==> src/rtl/seed_lfsr_gen_if.sv <==
// Output stream bundle for seed_lfsr_gen: one word per accepted valid/ready handshake.
// A word transfers on any rising edge where nseed_valid and nseed_ready are both high;
// while valid is high and ready low, nseed stays stable and valid stays asserted.
interface seed_lfsr_gen_if #(
    parameter int WIDTH = 16
);
    logic [WIDTH-1:0] nseed;
    logic             nseed_valid;
    logic             nseed_ready;

    modport master (
        output nseed,
        output nseed_valid,
        input  nseed_ready
    );

    modport slave (
        input  nseed,
        input  nseed_valid,
        output nseed_ready
    );
endinterface

==> src/rtl/seed_lfsr_gen.sv <==
// Galois-LFSR seed source emitting programmable-length bursts over a valid/ready stream.
// The LFSR state carries over between bursts, so successive bursts continue one sequence.
module seed_lfsr_gen #(
    parameter int               WIDTH        = 16,
    parameter logic [WIDTH-1:0] TAPS         = 16'hB400,
    parameter logic [WIDTH-1:0] DEFAULT_SEED = 16'hACE1,
    parameter int               CNT_W        = 8
) (
    input  logic             clk,
    input  logic             rst,
    input  logic             seed_we,
    input  logic [WIDTH-1:0] seed_in,
    input  logic             start,
    input  logic [CNT_W-1:0] count,
    seed_lfsr_gen_if.master  nseed_if,
    output logic             busy,
    output logic             done,
    output logic [1:0]       dbg_state
);

    typedef enum logic [1:0] {
        IDLE = 2'd0,
        RUN  = 2'd1,
        DONE = 2'd2
    } state_t;

    state_t           state_q, state_d;
    logic [WIDTH-1:0] lfsr_q, lfsr_d;
    logic [CNT_W:0]   remaining_q, remaining_d;
    logic             handshake;

    function automatic logic [WIDTH-1:0] lfsr_step(input logic [WIDTH-1:0] cur);
        lfsr_step = cur[0] ? ((cur >> 1) ^ TAPS) : (cur >> 1);
    endfunction

    // Outputs decode only registered state, so nothing combinational reaches them from inputs.
    assign nseed_if.nseed       = lfsr_q;
    assign nseed_if.nseed_valid = (state_q == RUN);
    assign busy                 = (state_q == RUN);
    assign done                 = (state_q == DONE);
    assign dbg_state            = state_q;

    assign handshake = (state_q == RUN) && nseed_if.nseed_ready;

    always_comb begin
        state_d     = state_q;
        lfsr_d      = lfsr_q;
        remaining_d = remaining_q;
        case (state_q)
            IDLE: begin
                if (seed_we) begin
                    lfsr_d = (seed_in == '0) ? DEFAULT_SEED : seed_in;
                end
                if (start) begin
                    // count==0 encodes a full 2**CNT_W-word burst.
                    remaining_d = (count == '0) ? {1'b1, {CNT_W{1'b0}}} : {1'b0, count};
                    state_d     = RUN;
                end
            end
            RUN: begin
                if (handshake) begin
                    lfsr_d      = lfsr_step(lfsr_q);
                    remaining_d = remaining_q - {{CNT_W{1'b0}}, 1'b1};
                    if (remaining_q == {{CNT_W{1'b0}}, 1'b1}) begin
                        state_d = DONE;
                    end
                end
            end
            DONE: begin
                state_d = IDLE;
            end
            default: begin
                state_d = IDLE;
            end
        endcase
    end

    always_ff @(posedge clk) begin
        if (rst) begin
            state_q     <= IDLE;
            lfsr_q      <= DEFAULT_SEED;
            remaining_q <= '0;
        end else begin
            state_q     <= state_d;
            lfsr_q      <= lfsr_d;
            remaining_q <= remaining_d;
        end
    end

endmodule

==> src/flat_wrapper.sv <==
// flat-port wrapper written by rule: the top's interface ports become plain ports
module seed_lfsr_gen_flat 
#(
    parameter int               WIDTH        = 16,
    parameter logic [WIDTH-1:0] TAPS         = 16'hB400,
    parameter logic [WIDTH-1:0] DEFAULT_SEED = 16'hACE1,
    parameter int               CNT_W        = 8
)
  (clk, rst, seed_we, seed_in, start, count, busy, done, dbg_state, nseed_if_nseed, nseed_if_nseed_valid, nseed_if_nseed_ready);
  seed_lfsr_gen_if #(.WIDTH(WIDTH)) nseed_if_i ();
  input  logic clk;
  input  logic rst;
  input  logic seed_we;
  input  logic [WIDTH-1:0] seed_in;
  input  logic start;
  input  logic [CNT_W-1:0] count;
  output logic busy;
  output logic done;
  output logic [1:0] dbg_state;
  output wire logic [$bits(nseed_if_i.nseed)-1:0] nseed_if_nseed;
  output wire logic [$bits(nseed_if_i.nseed_valid)-1:0] nseed_if_nseed_valid;
  input wire logic [$bits(nseed_if_i.nseed_ready)-1:0] nseed_if_nseed_ready;
  assign nseed_if_nseed = nseed_if_i.nseed;
  assign nseed_if_nseed_valid = nseed_if_i.nseed_valid;
  assign nseed_if_i.nseed_ready = nseed_if_nseed_ready;
  seed_lfsr_gen #(.WIDTH(WIDTH), .TAPS(TAPS), .DEFAULT_SEED(DEFAULT_SEED), .CNT_W(CNT_W)) u_core (.clk(clk), .rst(rst), .seed_we(seed_we), .seed_in(seed_in), .start(start), .count(count), .nseed_if(nseed_if_i), .busy(busy), .done(done), .dbg_state(dbg_state));
endmodule
==> config.mk <==
export PLATFORM = sky130hd
export DESIGN_NAME = seed_lfsr_gen_flat
export DESIGN_NICKNAME = d
export VERILOG_FILES = /design/src/rtl/seed_lfsr_gen_if.sv /design/src/rtl/seed_lfsr_gen.sv /design/src/flat_wrapper.sv
export SDC_FILE = /design/constraint.sdc
export NUM_CORES = 1
export LEC_CHECK = 0
export ABC_AREA = 1
export CORE_MARGIN = 10
export CORE_UTILIZATION = 50
export CTS_BUF_LIST = sky130_fd_sc_hd__clkbuf_16
export DETAILED_ROUTE_END_ITERATION = 10
export PLACE_DENSITY = 0.91
export SKIP_CTS_REPAIR_TIMING = 1
export SYNTH_ARGS = -nofsm -noshare
export SYNTH_HDL_FRONTEND = slang
export SYNTH_SLANG_ARGS = --single-unit
export TNS_END_PERCENT = 10
==> constraint.sdc <==
create_clock -name clk -period 3 [get_ports clk]
set_input_delay 0.75 -clock clk [delete_from_list [all_inputs] [get_ports clk]]
set_output_delay 0.75 -clock clk [all_outputs]
set_load 0.01 [all_outputs]
======== Word level (Yosys, flattened, before mapping) ========
Cells that the tools add are included.
storage, ports and cells
  register bits ........................... 27
  input port bits ......................... 29
  output and inout port bits .............. 21
cells by class
  $add $sub $neg .......................... 1
  equality and inequality tests ........... 7
  mux-type cells .......................... 13
  bitwise logic cells ..................... 1
  reductions and logical operators ........ 8
operators by type and width
  operator             number
  $mux 16              4
  $pmux 16 s2          1
  $mux 9               3
  $pmux 9 s2           1
  $logic_not 16->1     1
  $eq 9x1->1 const B   1
  $reduce_and 3->1     3
  $sub 9x1->9 const B  1
  $logic_not 8->1      1
  $mux 2               3
  $ne 2x1->1 const B   2
  $ne 2x2->1 const B   2
  $not 3->4            1
  $pmux 2 s2           1
  $eq 2x1->1 const B   1
  $eq 2x2->1 const B   1
  $logic_not 2->1      1
  $reduce_bool 2->1    1
  $logic_and 1x1->1    1

======== Logic depth before layout (Yosys ltp) ========
  word-level depth ........................ 4
  gate-level depth with buffers ........... 10
  depth with buffers taken out ............ 9

======== Worst setup path before layout ========
OpenSTA, ideal clock, no wires.
  kind .................................... register -> output
  start ................................... register u_core.state_q[0] (netlist: u_core.dbg_state[0])
  end ..................................... output port nseed_if_nseed_valid
  arrival ................................. 1042 ps
  required time ........................... 2250 ps
  setup slack ............................. 1208 ps
  cell stages (with the launch flop) ...... 6
  path buffers ............................ 3
  path through ............................ dfxtp_1 buf_6 inv_2 nor2_4 buf_2 buf_4
on the way
  cells in the longest elaborated chain, start to end .. 1
RTL lines
  element                   RTL line             RTL
  start: declaration        seed_lfsr_gen.sv:27  state_t state_q, state_d;
  start signal: assignment  seed_lfsr_gen.sv:84  state_q <= state_d;
  $eq 2x1->1                --
  end: declaration          flat_wrapper.sv:21   output wire logic [$bits(nseed_if_i.nseed_valid)-1:0] nseed_if_nseed_valid;
Every way passes these cells.

======== Final worst setup path ========
  start ................................... register u_core.state_q[0] (netlist: u_core.dbg_state[0])
  end ..................................... output port nseed_if_nseed_valid
on the way
  cells in the longest elaborated chain, start to end .. 1
RTL lines
  element     RTL line             RTL
  $eq 2x1->1  seed_lfsr_gen.sv:38  assign nseed_if.nseed_valid = (state_q == RUN);
Every way passes these cells.

==> results_dict.tcl <==
set metrics [dict create \
    critPathLaunchType "flop" \
    crit_fanout 11 \
    outcome "complete, no violations" \
    grtUsageTotal_pct 16.0 \
    netSwitchingFraction_pct 33.7 \
    drtIter0Drc 139 \
    grt_overflow_total 0 \
    hold_path_class "flop to flop" \
    synthToLayoutAreaGrowth_pct 34.1 \
    start_util_pct 52.8 \
    numCtsBuffers 3 \
    finalNetCount 337 \
    crit_type "flop to output pin" \
    intPower_mw 0.751 \
    drc 0 \
    dr_total_vias 1813 \
    ios 50 \
    dieHeight_microns 77.0 \
    dp.cells 345 \
    antenna_cells 0 \
    wl_per_cell_microns 13.8 \
    regArea_sq_um 541 \
    htreeDepth 1 \
    maxCapViolations 0 \
    dpl.hpwl_microns 3490 \
    synth_top_flop_cell "dfxtp_1" \
    fp-row-count 20 \
    setup_tns_ps 0 \
    design.core.area_sq_um 3080 \
    ys_seq_elements 27 \
    fmax_mhz 428 \
    fill_cells 275 \
    io_buffer_count 49 \
    fin_crit_sh_pct 78.0 \
    power_frac_clock_pct 27.8 \
    fin_crit_ps 2340 \
    vdd_drop_max_mv 0.330 \
    synthArstFlopShare_pct 0 \
    multi_input_area_sq_um 895 \
    grt_max_degree 26 \
    clkSlewWorstSetupHoldPaths_ps 70 \
    drive_gt1_share_pct 3.93 \
    seqPwrFrac_pct 39.6 \
    critPathCaptureType "output pin" \
    slew_headroom_pct 48.0 \
    place_congestion 0.947 \
    wirelength_microns 4810 \
    worstMarginPinSlew_ps 778 \
    via_per_inst 5.19 \
    insertion_delay_ps 260 \
    postRouteAntennaNets 0 \
    layoutNonFillerInstCount 349 \
    p_sw_mw 0.382 \
    cts_tree "yes" \
    avgSynthCellArea_sq_um 6.20 \
    finalHoldViolCount 0 \
    grt_pass1_vias 1747 \
    yosysTopAreaCell "dfxtp_1" \
    power.leakage_nw 0.979 \
    ys_seq_area_share_pct 33.3 \
    setup_viol 0 \
    fin_skew_ps 4.40 \
    antenna_found_initial 0 \
    rsz0062_at_grt "false" \
    cts_root_buf "clkbuf_16" \
    grt_pass1_wl_microns 8110 \
    synth_cell_types 24 \
    powerDensity_nw_per_um2 520 \
    die_w_microns 77.0 \
    crit_required_ps 2250 \
    synthTopCellsByArea "dfxtp_1 33%, nand2_1 14%, nor2_1 11%" \
    syn-cell-area_sq_um 1620 \
    netlist_instances 262 \
    critPathArrivalTime_ps 1590 \
    final_common_cell "nand2_1" \
    clock_path_buffers 2 \
    final_cell_mix "60 x nand2_1, 49 x clkdlybuf4s50_1, 48 x nor2_1, 29 x a21oi_1, 27 x dfxtp_1" \
    first_pass_iters 4 \
    syn_nets 293 \
    synth_warnings 0 \
    slew_viol_final 0 \
    cts.sinks 27 \
    synth_edf_count 0 \
    combPwrFrac_pct 32.6 \
    die_area_sq_um 5930 \
    synth_top_cell_area_share_pct 33.3 \
]
[cells in the mapped netlist, types with 2 or more instances]
library cell,number
buf_2,5
dfxtp_1,27
xor2_1,2
nor2_1,48
ha_1,2
buf_6,3
nand2_1,60
o21ai_0,25
inv_1,26
buf_4,3
nand3_1,19
a21oi_1,29
nand4_1,2
[per-layer routing]
metal  share of wire [%]  vias up  routed length [microns]  global-route usage (%)
li1                    -      925                        -                       -
met1                  43      820                     2080                    18.4
met2                  48       62                     2310                    27.0
met3                 7.9        6                      379                    6.76
met4                0.89        0                       43                    3.65
met5                   0        -                        0                       0
[cell families after synthesis]
group / synth area share (%)
simple gates: 35.1
compound gates: 17.3
buf+inv: 11.6
flops: 33.3
xor+xnor: 1.08
fa+ha+maj: 1.54
[worst max-delay path, stage by stage, from the launching register on]
cell and delay (ps):
dfxtp_1 540, inv_2 110, nor2_4 130, clkdlybuf4s50_1 550
[worst paths after layout]
path	startpoint	end	cells after the start	slack (ps)
hold reg to reg	u_core.nseed_if.nseed[13]$_SDFFE_PP1P_	u_core.nseed_if.nseed[13]$_SDFFE_PP1P_	2	490
setup / recovery	u_core.dbg_state[0]$_SDFFE_PP0P_	nseed_if_nseed_valid	3	660
hold / removal	u_core.nseed_if.nseed[13]$_SDFFE_PP1P_	u_core.nseed_if.nseed[13]$_SDFFE_PP1P_	2	490
setup reg to reg	u_core.dbg_state[0]$_SDFFE_PP0P_	u_core.remaining_q[8]$_SDFFE_PP0P_	8	1090
[power by group through the flow]
stage / combinational, mW / clock [mW] / sequential, mW
2_1_floorplan: 0.222 / 0 / 0.456
3_3_place_gp: 0.356 / 0 / 0.453
3_5_place_dp: 0.364 / 0 / 0.454
4_1_cts: 0.369 / 0.315 / 0.448
5_1_grt: 0.418 / 0.335 / 0.454
6_report: 0.370 / 0.315 / 0.449
[final cells by class]
class	instances	area share (%)
multi-input combinational	196	41.1
sequential	27	24.8
timing repair buffer	50	22.9
inverter	28	4.94
clock buffer	3	3.45
tap	44	2.53
clock inverter	1	0.345
[registers in the layout, indices dropped and copies added (netlist names)]
name	flops
u_core.nseed_if.nseed	16
u_core.dbg_state	2
u_core.remaining_q	9
[stage by stage]
stage                     worst slack [ps]  hold WS, ps  util (%)  power, mW  area, sq um
after floorplan                       1210          453         -      0.679         1620
after global placement                 828          469      68.1      0.809         2100
after detailed placement               764          474      68.1      0.819         2100
after CTS                              651          488      70.8       1.13         2180
after global routing                   574          499      70.8       1.21         2180
final                                  661          487      70.8       1.13         2180
Note: power is estimated with default switching activity, not from simulation.
